==> src/rtl/tow_game_core.sv <==
// ---------------------------------------------------------------------------
// tow_game_core
//   Tug-of-war game core. It takes the two raw push-buttons, synchronises them
//   and turns each press into a one-clock push. It runs the random-delay round
//   controller (WAIT -> GO -> MOVE), keeps score as a light position on the
//   track, and flashes the winning end LED before restarting the game.
//
// Ports
//   clk          system clock
//   rst          synchronous active-high reset
//   pbl, pbr     left / right buttons, raw asynchronous levels
//   leds_out     track LEDs, bit NUM_LEDS-1 is the left end
//   go           high while the GO window is open
//   winner       2'b01 left won, 2'b10 right won, 2'b00 none
//   tie          one-clock pulse when both players push in the same GO cycle
//   false_start  one-clock pulse when a single player pushes during WAIT
// ---------------------------------------------------------------------------
module tow_game_core #(
    parameter int NUM_LEDS    = 7,
    parameter int TICK_DIV    = 256,
    parameter int MIN_DELAY   = 16,
    parameter int DELAY_W     = 6,
    parameter int GO_TIMEOUT  = 255,
    parameter int WIN_TICKS   = 32,
    parameter int FALSE_START = 1
) (
    input  logic                clk,
    input  logic                rst,
    input  logic                pbl,
    input  logic                pbr,
    output logic [NUM_LEDS-1:0] leds_out,
    output logic                go,
    output logic [1:0]          winner,
    output logic                tie,
    output logic                false_start
);

    localparam int POS_W = $clog2(NUM_LEDS);
    localparam int PRE_W = $clog2(TICK_DIV);
    localparam int DLY_W = $clog2(MIN_DELAY + (1 << DELAY_W));
    localparam int GO_W  = $clog2(GO_TIMEOUT + 1);
    localparam int WIN_W = $clog2(WIN_TICKS + 1);

    localparam logic [POS_W-1:0] POS_ZERO   = '0;
    localparam logic [POS_W-1:0] POS_ONE    = POS_W'(1);
    localparam logic [POS_W-1:0] POS_LAST   = POS_W'(NUM_LEDS - 1);
    localparam logic [POS_W-1:0] POS_CENTRE = POS_W'((NUM_LEDS - 1) / 2);
    localparam logic [PRE_W-1:0] PRE_LAST   = PRE_W'(TICK_DIV - 1);
    localparam logic [DLY_W-1:0] DLY_MIN    = DLY_W'(MIN_DELAY);
    localparam logic [DLY_W-1:0] DLY_ONE    = DLY_W'(1);
    localparam logic [GO_W-1:0]  GO_LAST    = GO_W'(GO_TIMEOUT - 1);
    localparam logic [WIN_W-1:0] WIN_LAST   = WIN_W'(WIN_TICKS - 1);

    typedef enum logic [1:0] {
        S_WAIT = 2'd0,
        S_GO   = 2'd1,
        S_MOVE = 2'd2,
        S_WIN  = 2'd3
    } state_t;

    // -----------------------------------------------------------------------
    // Tick prescaler and free-running LFSR
    // -----------------------------------------------------------------------
    logic [PRE_W-1:0] presc_q;
    logic             tick;
    logic [15:0]      lfsr_q;
    logic             lfsr_fb;

    assign tick    = (presc_q == PRE_LAST);
    // Taps 16,14,13,11 (1-based); a maximal-length sequence that never
    // reaches zero from a non-zero seed.
    assign lfsr_fb = lfsr_q[15] ^ lfsr_q[13] ^ lfsr_q[12] ^ lfsr_q[10];

    always_ff @(posedge clk) begin
        if (rst) begin
            presc_q <= '0;
            lfsr_q  <= 16'hACE1;
        end else begin
            presc_q <= tick ? '0 : presc_q + PRE_W'(1);
            lfsr_q  <= {lfsr_q[14:0], lfsr_fb};
        end
    end

    // -----------------------------------------------------------------------
    // Button synchronisers: two flops, an edge-history flop, registered push.
    // Index 1 is the left button, index 0 the right button.
    // -----------------------------------------------------------------------
    logic [1:0] btn_raw;
    logic [1:0] push_w;
    logic       push_l;
    logic       push_r;

    assign btn_raw = {pbl, pbr};

    genvar gi;
    generate
        for (gi = 0; gi < 2; gi++) begin : g_sync
            logic s1_q;
            logic s2_q;
            logic prev_q;
            logic push_q;

            always_ff @(posedge clk) begin
                if (rst) begin
                    s1_q   <= 1'b0;
                    s2_q   <= 1'b0;
                    prev_q <= 1'b0;
                    push_q <= 1'b0;
                end else begin
                    s1_q   <= btn_raw[gi];
                    s2_q   <= s1_q;
                    prev_q <= s2_q;
                    push_q <= s2_q & ~prev_q;
                end
            end

            assign push_w[gi] = push_q;
        end
    endgenerate

    assign push_l = push_w[1];
    assign push_r = push_w[0];

    // -----------------------------------------------------------------------
    // Game state
    // -----------------------------------------------------------------------
    state_t           state_q,   state_d;
    logic [POS_W-1:0] pos_q,     pos_d;
    logic [DLY_W-1:0] delay_q,   delay_d;
    logic [GO_W-1:0]  go_cnt_q,  go_cnt_d;
    logic [WIN_W-1:0] win_cnt_q, win_cnt_d;
    logic             flash_q,   flash_d;
    logic [1:0]       winner_q,  winner_d;
    logic             tie_q,     tie_d;
    logic             fs_q,      fs_d;

    logic [DLY_W-1:0] delay_reload;
    logic [POS_W-1:0] pos_fs;

    // Fresh random delay, sampled whenever WAIT is (re)entered.
    assign delay_reload = DLY_MIN + DLY_W'(lfsr_q[DELAY_W-1:0]);

    // A false start hands one step to the opponent: left early moves the
    // light toward the right end (pos-1), right early toward the left end.
    assign pos_fs = push_l ? (pos_q - POS_ONE) : (pos_q + POS_ONE);

    always_comb begin
        state_d   = state_q;
        pos_d     = pos_q;
        delay_d   = delay_q;
        go_cnt_d  = go_cnt_q;
        win_cnt_d = win_cnt_q;
        flash_d   = flash_q;
        winner_d  = winner_q;
        tie_d     = 1'b0;
        fs_d      = 1'b0;

        unique case (state_q)
            S_WAIT: begin
                if ((FALSE_START != 0) && (push_l || push_r)) begin
                    // Any early push restarts the random wait; only a lone
                    // pusher is penalised.
                    delay_d = delay_reload;
                    if (push_l ^ push_r) begin
                        fs_d  = 1'b1;
                        pos_d = pos_fs;
                        if (pos_fs == POS_ZERO) begin
                            state_d   = S_WIN;
                            winner_d  = 2'b10;
                            flash_d   = 1'b1;
                            win_cnt_d = '0;
                        end else if (pos_fs == POS_LAST) begin
                            state_d   = S_WIN;
                            winner_d  = 2'b01;
                            flash_d   = 1'b1;
                            win_cnt_d = '0;
                        end
                    end
                end else if (tick) begin
                    // delay_q counts the ticks still to wait, so the last
                    // one opens GO rather than decrementing to zero.
                    if (delay_q <= DLY_ONE) begin
                        state_d  = S_GO;
                        go_cnt_d = '0;
                    end else begin
                        delay_d = delay_q - DLY_ONE;
                    end
                end
            end

            S_GO: begin
                // A push beats a timeout tick landing in the same cycle.
                if (push_l || push_r) begin
                    state_d = S_MOVE;
                    if (push_l && push_r) begin
                        tie_d = 1'b1;
                    end else if (push_l) begin
                        pos_d = pos_q + POS_ONE;
                    end else begin
                        pos_d = pos_q - POS_ONE;
                    end
                end else if (tick) begin
                    if (go_cnt_q == GO_LAST) begin
                        state_d = S_WAIT;
                        delay_d = delay_reload;
                    end else begin
                        go_cnt_d = go_cnt_q + GO_W'(1);
                    end
                end
            end

            S_MOVE: begin
                if (pos_q == POS_ZERO) begin
                    state_d   = S_WIN;
                    winner_d  = 2'b10;
                    flash_d   = 1'b1;
                    win_cnt_d = '0;
                end else if (pos_q == POS_LAST) begin
                    state_d   = S_WIN;
                    winner_d  = 2'b01;
                    flash_d   = 1'b1;
                    win_cnt_d = '0;
                end else begin
                    state_d = S_WAIT;
                    delay_d = delay_reload;
                end
            end

            S_WIN: begin
                if (tick) begin
                    if (win_cnt_q == WIN_LAST) begin
                        state_d  = S_WAIT;
                        pos_d    = POS_CENTRE;
                        winner_d = 2'b00;
                        flash_d  = 1'b0;
                        delay_d  = delay_reload;
                    end else begin
                        win_cnt_d = win_cnt_q + WIN_W'(1);
                        flash_d   = ~flash_q;
                    end
                end
            end

            default: begin
                state_d = S_WAIT;
            end
        endcase
    end

    always_ff @(posedge clk) begin
        if (rst) begin
            state_q   <= S_WAIT;
            pos_q     <= POS_CENTRE;
            delay_q   <= DLY_MIN;
            go_cnt_q  <= '0;
            win_cnt_q <= '0;
            flash_q   <= 1'b0;
            winner_q  <= 2'b00;
            tie_q     <= 1'b0;
            fs_q      <= 1'b0;
        end else begin
            state_q   <= state_d;
            pos_q     <= pos_d;
            delay_q   <= delay_d;
            go_cnt_q  <= go_cnt_d;
            win_cnt_q <= win_cnt_d;
            flash_q   <= flash_d;
            winner_q  <= winner_d;
            tie_q     <= tie_d;
            fs_q      <= fs_d;
        end
    end

    // -----------------------------------------------------------------------
    // LED drive
    // -----------------------------------------------------------------------
    logic [NUM_LEDS-1:0] pos_onehot;

    generate
        for (gi = 0; gi < NUM_LEDS; gi++) begin : g_onehot
            assign pos_onehot[gi] = (pos_q == POS_W'(gi));
        end
    endgenerate

    always_comb begin
        leds_out = '0;
        unique case (state_q)
            S_WAIT:  leds_out = '0;
            S_GO:    leds_out = pos_onehot;
            S_MOVE:  leds_out = pos_onehot;
            // pos sits on an end LED throughout WIN.
            S_WIN:   leds_out = flash_q ? pos_onehot : '0;
            default: leds_out = '0;
        endcase
    end

    assign go          = (state_q == S_GO);
    assign winner      = winner_q;
    assign tie         = tie_q;
    assign false_start = fs_q;

endmodule
==> config.mk <==
export PLATFORM = sky130hd
export DESIGN_NAME = tow_game_core
export DESIGN_NICKNAME = d
export VERILOG_FILES = /design/src/rtl/tow_game_core.sv
export SDC_FILE = /design/constraint.sdc
export NUM_CORES = 1
export LEC_CHECK = 0
export ABC_AREA = 1
export CAP_MARGIN = 5
export CORE_MARGIN = 3
export CORE_UTILIZATION = 38
export CTS_BUF_LIST = sky130_fd_sc_hd__clkbuf_16
export CTS_CLUSTER_DIAMETER = 50
export CTS_CLUSTER_SIZE = 25
export DETAILED_ROUTE_END_ITERATION = 10
export REMOVE_ABC_BUFFERS = 1
export SLEW_MARGIN = 20
export SYNTH_ARGS = -nofsm -noshare
export SYNTH_HDL_FRONTEND = slang
export SYNTH_SLANG_ARGS = --single-unit
==> constraint.sdc <==
create_clock -name clk -period 5.85 [get_ports clk]
set_clock_uncertainty 0.05 [all_clocks]
set_input_delay 0.8775 -clock clk [delete_from_list [all_inputs] [get_ports clk]]
set_output_delay 0.8775 -clock clk [all_outputs]
set_load 0.02 [all_outputs]
# --- After elaboration in Yosys (flattened, before gate mapping) ---
# Cells that the tools add are included.
totals:
  reg_bits: 63
  inputBits: 4
  output_inout_bits: 12
classes:
  addsub: 7
  order_cmp: 1
  eq_ne: 38
  mux: 70
  bitwise: 12
  reduce_logical: 19
op_table:
  columns: ["operator", "count"]
  rows:
  - ["$mux W7", 11]
  - ["$mux W6", 8]
  - ["$mux W8", 6]
  - ["$mux W2", 19]
  - ["$pmux W7 S4", 1]
  - ["$reduce_and A7 Y1", 4]
  - ["$ne A2 B2 Y1 const B", 13]
  - ["$mux W3", 8]
  - ["$pmux W7 S3", 1]
  - ["$ne A3 B3 Y1 const B", 6]
  - ["$pmux W6 S3", 1]
  - ["$add A8 B1 Y8 const B", 2]
  - ["$eq A8 B8 Y1 const B", 2]
  - ["$pmux W8 S2", 1]
  - ["$eq A3 B3 Y1 const B", 4]
  - ["$mux W1", 10]
  - ["$pmux W3 S3", 1]
  - ["$reduce_and A9 Y1", 1]
  - ["$pmux W2 S4", 1]
  - ["$reduce_and A8 Y1", 1]
  - ["$add A5 B6 Y7 const A", 1]
  - ["$le A7 B1 Y1 const B", 1]
  - ["$sub A7 B1 Y7 const B", 1]
  - ["$add A6 B1 Y6 const B", 1]
  - ["24 further kinds", 42]

# --- Longest topological paths before layout ---
# Gate-level depths: netlist (run 1).
depth:
  depth_word: 8
  ltp_mapped: 13

# --- Worst setup path before layout (run 1) ---
# No wires, ideal clock.
synth_path:
  path_type: "register to output"
  from: "reg state_q[0]"
  to: "out leds_out[5]"
  t_arrival_ps: 1640
  required_time_ps: 4923
  slack_ps: 3283
  stages_incl_launch_ff: 5
  path_cell_list: "dfxtp_1 -> inv_1 -> ha_1 -> clkbuf_1 -> nor4_1"
synth_via:
  elab_chain_cells: 3
synth_rtl:
  columns: ["element", "line_no", "rtl"]
  rows:
  - ["start: declaration", "127", "state_t state_q, state_d;"]
  - ["start signal: assignment", "262", "state_q <= state_d;"]
  - ["$eq A2 B1 Y1 or $eq A2 B2 Y1 (tied branches)", "287", "unique case (state_q)"]
  - ["$reduce_or A2 Y1 (no source line)", null, null]
  - ["$pmux W7 S3 *", "287", null]
  - ["end: declaration", "31", "output logic [NUM_LEDS-1:0] leds_out,"]
# Every way passes the cells marked *; elsewhere a longest branch is shown, timed or not.

# --- Final worst setup path (run 1) ---
layout_path:
  from: "reg state_q[0]"
  to: "out leds_out[0]"
# The elaborated chain is that of the path after synthesis.

==> run summary, run 1 <==
status = finished, final reports clean
Post-CTS Hold Fix Bufs = 0
crit-path max FO = 16
routed vias = 3,025
CTS Sinks = 63
PnR worst setup slack = 2.58 ns
CP Data Required Time = 4.92 ns
Yosys reg bits = 63
Non-Filler Instances = 635
Final Util = 45.7%
Starting DRT DRC Count = 149
crit path launch type = flip-flop
CP Capture Type = output pin
Syn Inst Count = 503
pin count of the biggest net entering global routing = 42
Routed Antenna Nets = 0
Finish-stage setup viols = 0
die width = 101 um
CTS tree = yes
gr usage total = 14.9%
layout cells sized above 1 = 7.78%
Synth area leaders = dfxtp_1 36%, nand2_1 13%, ha_1 8.3%
synth cell count leaders = 118 x nand2_1, 71 x inv_1, 70 x nor2_1
Post-CTS Setup Bufs = 0
initial core utilization = 39.3%
Root Driver = clkbuf_16
final hold viol count = 0
largest family of logic cells by synthesized area = simple AND/OR/NAND/NOR gates
cell accounting for the most synthesized area = dfxtp_1
# diodes = 0
synthesized area per cell = 6.88 sq um
Die H = 101 um
fraction of met2 tracks used by global routing = 25.3%
Post-Synth XOR/XNOR Area = 2.53%
Mapped Area = 3460 sq um
Lkg Pwr = 1.85 nW
max-slew violations = 0
Final TNS setup = 0 ns
grt met3 use = 3.58%
drc violations = 0
Area Overhead vs Synth = 16.3%
hold slack = 0.337 ns
core area = 8810 sq um
final wirelength = 7.06 mm
H-tree level count = 3
initial antenna violation count = 0
overall die area = 10,300 sq um
most numerous cell in the Yosys netlist = nand2_1
pre-CTS WS = 2.92 ns
post-synth cell types = 35
Total Power = 1.45 mW
top cell type's share of synthesized area = 36.4%
worst-skew pair later-pin latency = 0.33 ns
compound-cell area share of the yosys netlist = 8.93%
Placed Area = 3710 sq um
Post-CTS Resized = 0
Top Usage Layer GRT = met2
max-cap viol count = 0
mux share of post-synthesis cell area = 0%
slew margin rel. = 61.4%
Final Instance Area = 4030 sq um
Buffers on Ports = 15
sequential share of the synthesized area = 36.4%
class of the worst hold path = flip-flop to flip-flop
TritonRoute pass-1 iters = 4
Arr. time, crit path = 2.34 ns
first-pass GRT wire length = 12.3 mm
Synth Flop Type = dfxtp_1
Pwr Density = 359 nW/um^2
detailed-route wire length per cell = 11.1 um
Post-synth EDFFs = 0
WS Path Type = flip-flop to output pin
gr ovfl total = 0
CTS buffer count = 9
Vias per Instance = 4.76
period utilisation layout = 55.8%
I/O pins = 16
simple logic cell fraction of the synthesized area = 34.4%
gpl congestion = 0.794
Post-Synth Adder-Cell Area = 8.31%
RSZ-0062 raised after global routing = false
placed instance count = 619
Final #Nets = 549
clock slew seen by the registers of the worst setup and hold paths = 0.06 ns
Final min period = 3.27 ns
vias in the first global route = 2,811
site row count = 34
Clock Path Buffers = 2
hpwl dp = 5.03 mm
Highest Clock Rate = 306 MHz
fillers = 880
ys async rst share = 0%
YS warnings = 0
Worst-Margin Slew = 0.578 ns
peak supply drop = 0.000147 V
met1 Use GR = 18.1%
cell type report:
| cell class | instances | area (sq um) | area share [%] |
|---|---|---|---|
| Clock buffer | 9 | 225 | 5.59 |
| Clock inverter | 7 | 95.1 | 2.36 |
| Inverter | 74 | 278 | 6.90 |
| Multi-Input combinational cell | 358 | 1870 | 46.6 |
| Sequential cell | 63 | 1260 | 31.3 |
| Tap cell | 108 | 135 | 3.36 |
| Timing Repair Buffer | 16 | 158 | 3.92 |
path summary, 6_finish.rpt:
| check | startpoint | to | slack (ns) | cells past startpoint |
|---|---|---|---|---|
| hold reg to reg | g_sync[0].prev_q$_SDFF_PP0_ | g_sync[0].push_q$_SDFF_PP0_ | 0.34 | 1 |
| setup / recovery | state_q[0]$_SDFFE_PP0P_ | leds_out[0] | 2.58 | 5 |
| hold / removal | g_sync[0].prev_q$_SDFF_PP0_ | g_sync[0].push_q$_SDFF_PP0_ | 0.34 | 1 |
| setup reg to reg | g_sync[1].push_q$_SDFF_PP0_ | go_cnt_q[4]$_SDFFE_PP0P_ | 3.51 | 9 |
logic make-up (layout without fill, tap and decap cells):
group                      Yosys count  after routing
and+or+nand+nor                    268            268
buffers and inverters               82            106
DFF                                 63             63
AOI/OAI and AO/OA                   57             57
adders and majority gates           23             23
xor gates and xnor gates            10             10
cell usage in the layout, fill, tap and decap left out, drive strengths merged:
cell           instances
nor3                   6
clkdlybuf4s50         15
o21a                   2
clkbuf                 9
a31oi                  1
a21oi                 28
nor3b                  2
o211ai                 1
xnor2                  3
o21ai                 19
nand3b                 3
buf                    1
nor4                   1
bufinv                 2
clkinv                 5
a21boi                 1
nand2                123
nand3                 40
or2                    8
inv                   74
nand4                  8
ha                    23
o22ai                  2
o21bai                 2
nor2                  77
dfxtp                 63
a211o                  1
xor2                   7
per-layer routing:
metal / wire length, um / up-vias / part of all wire [%]
li1: - / 1626 / -
met1: 3340 / 1351 / 47
met2: 3360 / 34 / 48
met3: 206 / 14 / 2.9
met4: 150 / 0 / 2.1
met5: 0 / - / 0
registers in the layout (all words and copies together), names as in the netlist, 2 cells and up:
signal,count
win_cnt_q,6
g_sync.s1_q,2
pos_q,3
g_sync.s2_q,2
winner,2
g_sync.prev_q,2
state_q,2
lfsr_q,16
go_cnt_q,8
g_sync.push_q,2
delay_q,7
presc_q,8
critical path, stage by stage (launching register included):
cell and delay (ns):
dfxtp_1 0.40, inv_1 0.10, ha_1 0.39, or2_2 0.40, nor2_1 0.10, clkdlybuf4s50_1 0.61
where the power goes:
| group | internal (mW) | switching (mW) |
|---|---|---|
| clock | 0.374 | 0.195 |
| combinational | 0.126 | 0.259 |
| sequential | 0.467 | 0.0254 |
Power figures use the tool's default switching activity.
==> run 2, diff against run 1 <==
Clock period 5.85 ns to 3.4 ns, I/O delays scaled along.
==> run 2 against run 1 <==
- non-clock buffer count increased by 1
- sequential share of layout area increased by 0.37 points
- largest power group is now registers
- register-to-register slack got worse by 2.5 ns
==> run summary, run 2 (synthesized netlist as in run 1, its figures left out) <==
CTS Sinks = 63
CTS buffer count = 9
CP Cell Sequence = inv_1, ha_1, or2_2, nor2_1, clkdlybuf4s50_1
Hold Crit Start = g_sync[0].prev_q$_SDFF_PP0_
worst-skew pair later-pin latency = 0.33 ns
Hold Crit Depth = 1
Final #Nets = 550
reg2reg path depth = 9
worst reg2reg endpoint = go_cnt_q[5]$_SDFFE_PP0P_
Worst Hold End = g_sync[0].push_q$_SDFF_PP0_
TritonRoute pass-1 iters = 4
Final Util = 45.2%
Die H = 101 um
gpl congestion = 0.790
crit-path max cell delay = 0.61 ns
Root Driver = clkbuf_16
site row count = 34
Finish-stage setup viols = 0
initial core utilization = 39.3%
WS Path Type = flip-flop to output pin
Placed Area = 3710 sq um
Starting DRT DRC Count = 153
Vias per Instance = 4.77
I/O pins = 16
RSZ-0062 raised after global routing = false
Worst-Margin Slew = 0.544 ns
Pwr Density = 583 nW/um^2
CP Data Required Time = 2.84 ns
Regs by FF count = lfsr_q: 16 flops, go_cnt_q: 8 flops, presc_q: 8 flops
H-tree level count = 3
Highest Clock Rate = 346 MHz
Post-CTS Hold Fix Bufs = 0
most frequent cells in the layout = 118 x nand2_1, 72 x inv_1, 70 x nor2_1, 63 x dfxtp_1, 37 x nand3_1
Post-CTS Setup Bufs = 0
peak supply drop = 0.000238 V
Reg-to-Reg Start = g_sync[1].push_q$_SDFF_PP0_
Area Overhead vs Synth = 14.9%
final hold viol count = 0
die width = 101 um
max FFs per register = 16
# diodes = 0
overall die area = 10,300 sq um
CP max-delay cell = clkdlybuf4s50_1
final wirelength = 7.19 mm
Worst R2R Setup Slack = 1.04 ns
first-pass GRT wire length = 12.6 mm
core area = 8810 sq um
layout cells sized above 1 = 7.58%
routed vias = 3,036
Buffers on Ports = 15
crit-path max FO = 16
class of the worst hold path = flip-flop to flip-flop
CTS tree = yes
Routed Antenna Nets = 0
crit path launch type = flip-flop
vias in the first global route = 2,830
hpwl dp = 5.13 mm
period utilisation layout = 85.1%
clock slew seen by the registers of the worst setup and hold paths = 0.05 ns
initial antenna violation count = 0
gr usage total = 15.5%
Arr. time, crit path = 2.33 ns
slew margin rel. = 63.8%
commonest non-fill, non-tap cell in the layout = nand2_1
max-slew violations = 0
Lkg Pwr = 1.83 nW
status = finished, final reports clean
Reg with most FFs = lfsr_q
gr ovfl total = 0
Final TNS setup = 0 ns
detailed-route wire length per cell = 11.3 um
Post-CTS Resized = 0
Clock Path Buffers = 2
Final Instance Area = 3980 sq um
drc violations = 0
max-cap viol count = 0
CP Capture Type = output pin
pin count of the biggest net entering global routing = 41
Final min period = 2.89 ns
-- run 2: final cells by class --
| class | instances | area, sq um |
|---|---|---|
| fillers | 905 | 4830 |
| multi-input cells | 358 | 1870 |
| flip-flops and latches | 63 | 1260 |
| inverters | 74 | 278 |
| clock buffers | 9 | 225 |
| repair buffers | 17 | 165 |
| well taps | 108 | 135 |
| clock inverters | 7 | 40.0 |
-- run 2: stage by stage --
stage | hold slack, ns | setup WS, ns | instances | power, mW
floorplan | 0.323 | 1.30 | 495 | 1.36
global placement | 0.328 | 0.905 | 620 | 1.51
detailed placement | 0.332 | 0.852 | 620 | 1.52
CTS | 0.344 | 0.494 | 636 | 2.35
global route | 0.359 | 0.346 | 636 | 2.50
finish | 0.341 | 0.508 | 636 | 2.32
-- run 2: worst max-delay path: cells and delay by family, from the launching register on --
family	cells	cell delay, ns
fa+ha+maj	1	0.40
flops	1	0.40
buf+inv	2	0.71
simple gates	2	0.50
-- run 2: power breakdown --
group	internal (mW)	total (mW)	switching, mW
Sequential	0.804	0.847	0.0426
Combinational	0.216	0.659	0.443
Clock	0.485	0.812	0.327
-- run 2: worst max-delay path by stage --
stage | from | endpoint | slack (ns)
after floorplan | state_q[0]$_SDFFE_PP0P_ | leds_out[5] | 1.30
after global placement | state_q[0]$_SDFFE_PP0P_ | leds_out[3] | 0.91
after detailed placement | state_q[0]$_SDFFE_PP0P_ | leds_out[0] | 0.85
after CTS | state_q[0]$_SDFFE_PP0P_ | leds_out[0] | 0.49
after global routing | state_q[0]$_SDFFE_PP0P_ | leds_out[4] | 0.35
final | state_q[0]$_SDFFE_PP0P_ | leds_out[4] | 0.51
-- run 2: routing by layer --
metal  GRT usage, %  vias up  part of all wire, %
li1               -     1626                    -
met1           18.9     1346                   48
met2           25.6       52                   46
met3           3.99       12                  3.3
met4           6.95        0                  2.2
met5              0        -                    0
==> run 3, diff against run 2 <==
Settings changed: ABC_AREA 1 to unset, CAP_MARGIN 5 to 20.
==> run 3 against run 2 <==
- final cell count is 23% lower
- largest power group is now clock
- sequential power is 2.5% higher
- first-iteration DRC count is 9.2% higher
==> run summary, run 3 <==
status = finished, final reports clean
compound-cell area share of the yosys netlist = 20.2%
Final Instance Area = 3800 sq um
Hold Crit Start = g_sync[1].prev_q$_SDFF_PP0_
max FFs per register = 16
CTS tree = yes
worst reg2reg endpoint = win_cnt_q[3]$_SDFFE_PP0P_
I/O pins = 16
Die H = 98.3 um
sequential share of the synthesized area = 38.9%
Area Overhead vs Synth = 17.5%
most numerous cell in the Yosys netlist = dfxtp_1
gpl congestion = 0.811
hpwl dp = 4.72 mm
Internal = 1.74 mW
Worst R2R Setup Slack = 0.62 ns
worst-skew pair later-pin latency = 0.33 ns
slew margin rel. = 56.5%
sequential share of power = 34.2%
Reg with most FFs = lfsr_q
RSZ-0062 raised after global routing = false
Post-Synth Adder-Cell Area = 8.89%
class of the worst hold path = flip-flop to flip-flop
crit-path max cell delay = 0.60 ns
Reg-to-Reg Start = pos_q[0]$_SDFFE_PP1P_
CP Data Required Time = 2.84 ns
Crit. Startpoint = state_q[0]$_SDFFE_PP0P_
Placed Area = 3490 sq um
final wirelength = 6.66 mm
Routed Antenna Nets = 0
crit-path max FO = 12
ys async rst share = 0%
simple logic cell fraction of the synthesized area = 23.4%
Sw Ratio = 31.5%
pin count of the biggest net entering global routing = 25
Synth Flop Type = dfxtp_1
CP Capture Type = output pin
Regs by FF count = lfsr_q: 16 flops, go_cnt_q: 8 flops, presc_q: 8 flops
Worst Hold End = g_sync[1].push_q$_SDFF_PP0_
worst path buffer plus inverter count = 2
clock slew seen by the registers of the worst setup and hold paths = 0.05 ns
routed vias = 2,603
Vias per Instance = 5.34
CP top delay family = buffers and inverters
WS Path Type = flip-flop to output pin
most frequent cells in the layout = 63 x dfxtp_1, 23 x ha_1, 21 x a21oi_1, 21 x nor2_1
Starting DRT DRC Count = 167
Root Driver = clkbuf_16
YS warnings = 0
CP Cell Sequence = inv_1, ha_1, nor2_1, and3_1, clkdlybuf4s50_1
Finish-stage setup viols = 0
synth cell count leaders = 63 x dfxtp_1, 23 x ha_1, 21 x a21oi_1, 21 x nor2_1, 20 x nor2b_1
Synth area leaders = dfxtp_1 39%, ha_1 8.9%, nor2b_1 3.9%
max-cap viol count = 0
crit path launch type = flip-flop
TritonRoute pass-1 iters = 4
first-pass GRT wire length = 11.7 mm
Comb power frac = 28.1%
CTS buffer count = 9
gr ovfl total = 0
Lkg Pwr = 1.50 nW
mux share of post-synthesis cell area = 0.927%
fillers = 805
Syn Inst Count = 360
final hold viol count = 0
post-synth cell types = 59
detailed-route wire length per cell = 13.7 um
cell accounting for the most synthesized area = dfxtp_1
Pwr Density = 667 nW/um^2
top cell type's share of synthesized area = 38.9%
Hold Crit Depth = 1
Buffers on Ports = 15
CTS Sinks = 63
Yosys reg bits = 63
CP max-delay cell = clkdlybuf4s50_1
Mapped Area = 3240 sq um
Final TNS setup = 0 ns
layout cells sized above 1 = 9.95%
peak supply drop = 0.000375 V
drc violations = 0
largest family of logic cells by synthesized area = simple AND/OR/NAND/NOR gates
core area = 8260 sq um
Final #Nets = 404
Final min period = 2.85 ns
max-slew violations = 0
period utilisation layout = 83.9%
vias in the first global route = 2,456
# diodes = 0
initial antenna violation count = 0
Post-CTS Hold Fix Bufs = 0
clock group share of total power = 37.7%
Post-CTS Setup Bufs = 0
Post-Synth XOR/XNOR Area = 3.52%
overall die area = 9660 sq um
Post-CTS Resized = 0
Clock Path Buffers = 2
site row count = 33
H-tree level count = 3
synthesized area per cell = 8.99 sq um
reg2reg path depth = 8
Arr. time, crit path = 2.29 ns
sw power = 0.800 mW
commonest non-fill, non-tap cell in the layout = dfxtp_1
Post-synth EDFFs = 0
die width = 98.3 um
Highest Clock Rate = 351 MHz
Worst-Margin Slew = 0.642 ns
initial core utilization = 39.2%
gr usage total = 14.7%
## run 3: changes by cell type in the layout (fill, tap and decap cells not counted), moves of 6 or more
| cell | change |
|---|---|
| a211oi_1 | +6 |
| a21oi_1 | -7 |
| and3_1 | +6 |
| inv_1 | -52 |
| nand2_1 | -99 |
| nand3_1 | -24 |
| nor2_1 | -49 |
| nor2b_1 | +20 |
| nor3_1 | +10 |
| o211ai_1 | +9 |
| o31ai_1 | +7 |
| or3_1 | +8 |
## run 3: stage by stage
stage               setup WS (ns)  cells  hold WS [ns]  utilization, %  total power, mW
floorplan                    1.00    347         0.317               -             1.41
global placement            0.757    471         0.321            42.3             1.58
detailed placement          0.632    471         0.330            42.3             1.59
CTS                         0.527    487         0.337            46.1             2.56
global route                0.375    487         0.353            46.1             2.70
finish                      0.548    487         0.333            46.1             2.54
## run 3: how the worst max path moves through the flow
stage	cells past startpoint	slack (ns)	end
final	5	0.55	leds_out[5]
after global routing	5	0.37	leds_out[5]
after global placement	8	0.76	win_cnt_q[3]$_SDFFE_PP0P_
after detailed placement	8	0.63	win_cnt_q[3]$_SDFFE_PP0P_
after CTS	5	0.53	leds_out[5]
after floorplan	7	1.00	win_cnt_q[3]$_SDFFE_PP0P_
## run 3: power groups by stage
stage	clock [mW]	sequential, mW	combinational [mW]
after floorplan	0	0.872	0.538
after global placement	0	0.880	0.699
after detailed placement	0	0.883	0.707
after CTS	0.980	0.868	0.712
after global routing	1.01	0.880	0.812
final	0.957	0.868	0.712
## run 3: routing by layer
metal / GRT usage (%) / vias up / share of wire (%)
met5: 0 / - / 0
met4: 5.99 / 0 / 1.6
met3: 3.21 / 10 / 3.0
met2: 23.2 / 38 / 45
met1: 19.6 / 1209 / 51
li1: - / 1346 / -
## run 3: area by class of cell
type / instances / area, sq um / share of cell area [%]
Clock buffer: 9 / 225 / 5.92
Sequential cell: 63 / 1260 / 33.1
Inverter: 20 / 75.1 / 1.97
Timing Repair Buffer: 19 / 180 / 4.74
Multi-Input combinational cell: 264 / 1840 / 48.4
Tap cell: 105 / 131 / 3.45
Clock inverter: 7 / 88.8 / 2.33
## run 3: worst register-to-register path, stage by stage (launching register included)
cell and delay, ns:
dfxtp_1 0.51, inv_2 0.11, ha_1 0.23, ha_1 0.31
nor2b_1 0.10, nor4_1 0.46, o31ai_1 0.26, or4_1 0.55
a21oi_1 0.14
## run 3: kinds of logic after synthesis
group / after synthesis
adders and majority gates: 23
AOI/OAI and AO/OA: 88
xor gates and xnor gates: 13
and+or+nand+nor: 137
muxes: 3
DFF: 63
buffers and inverters: 33
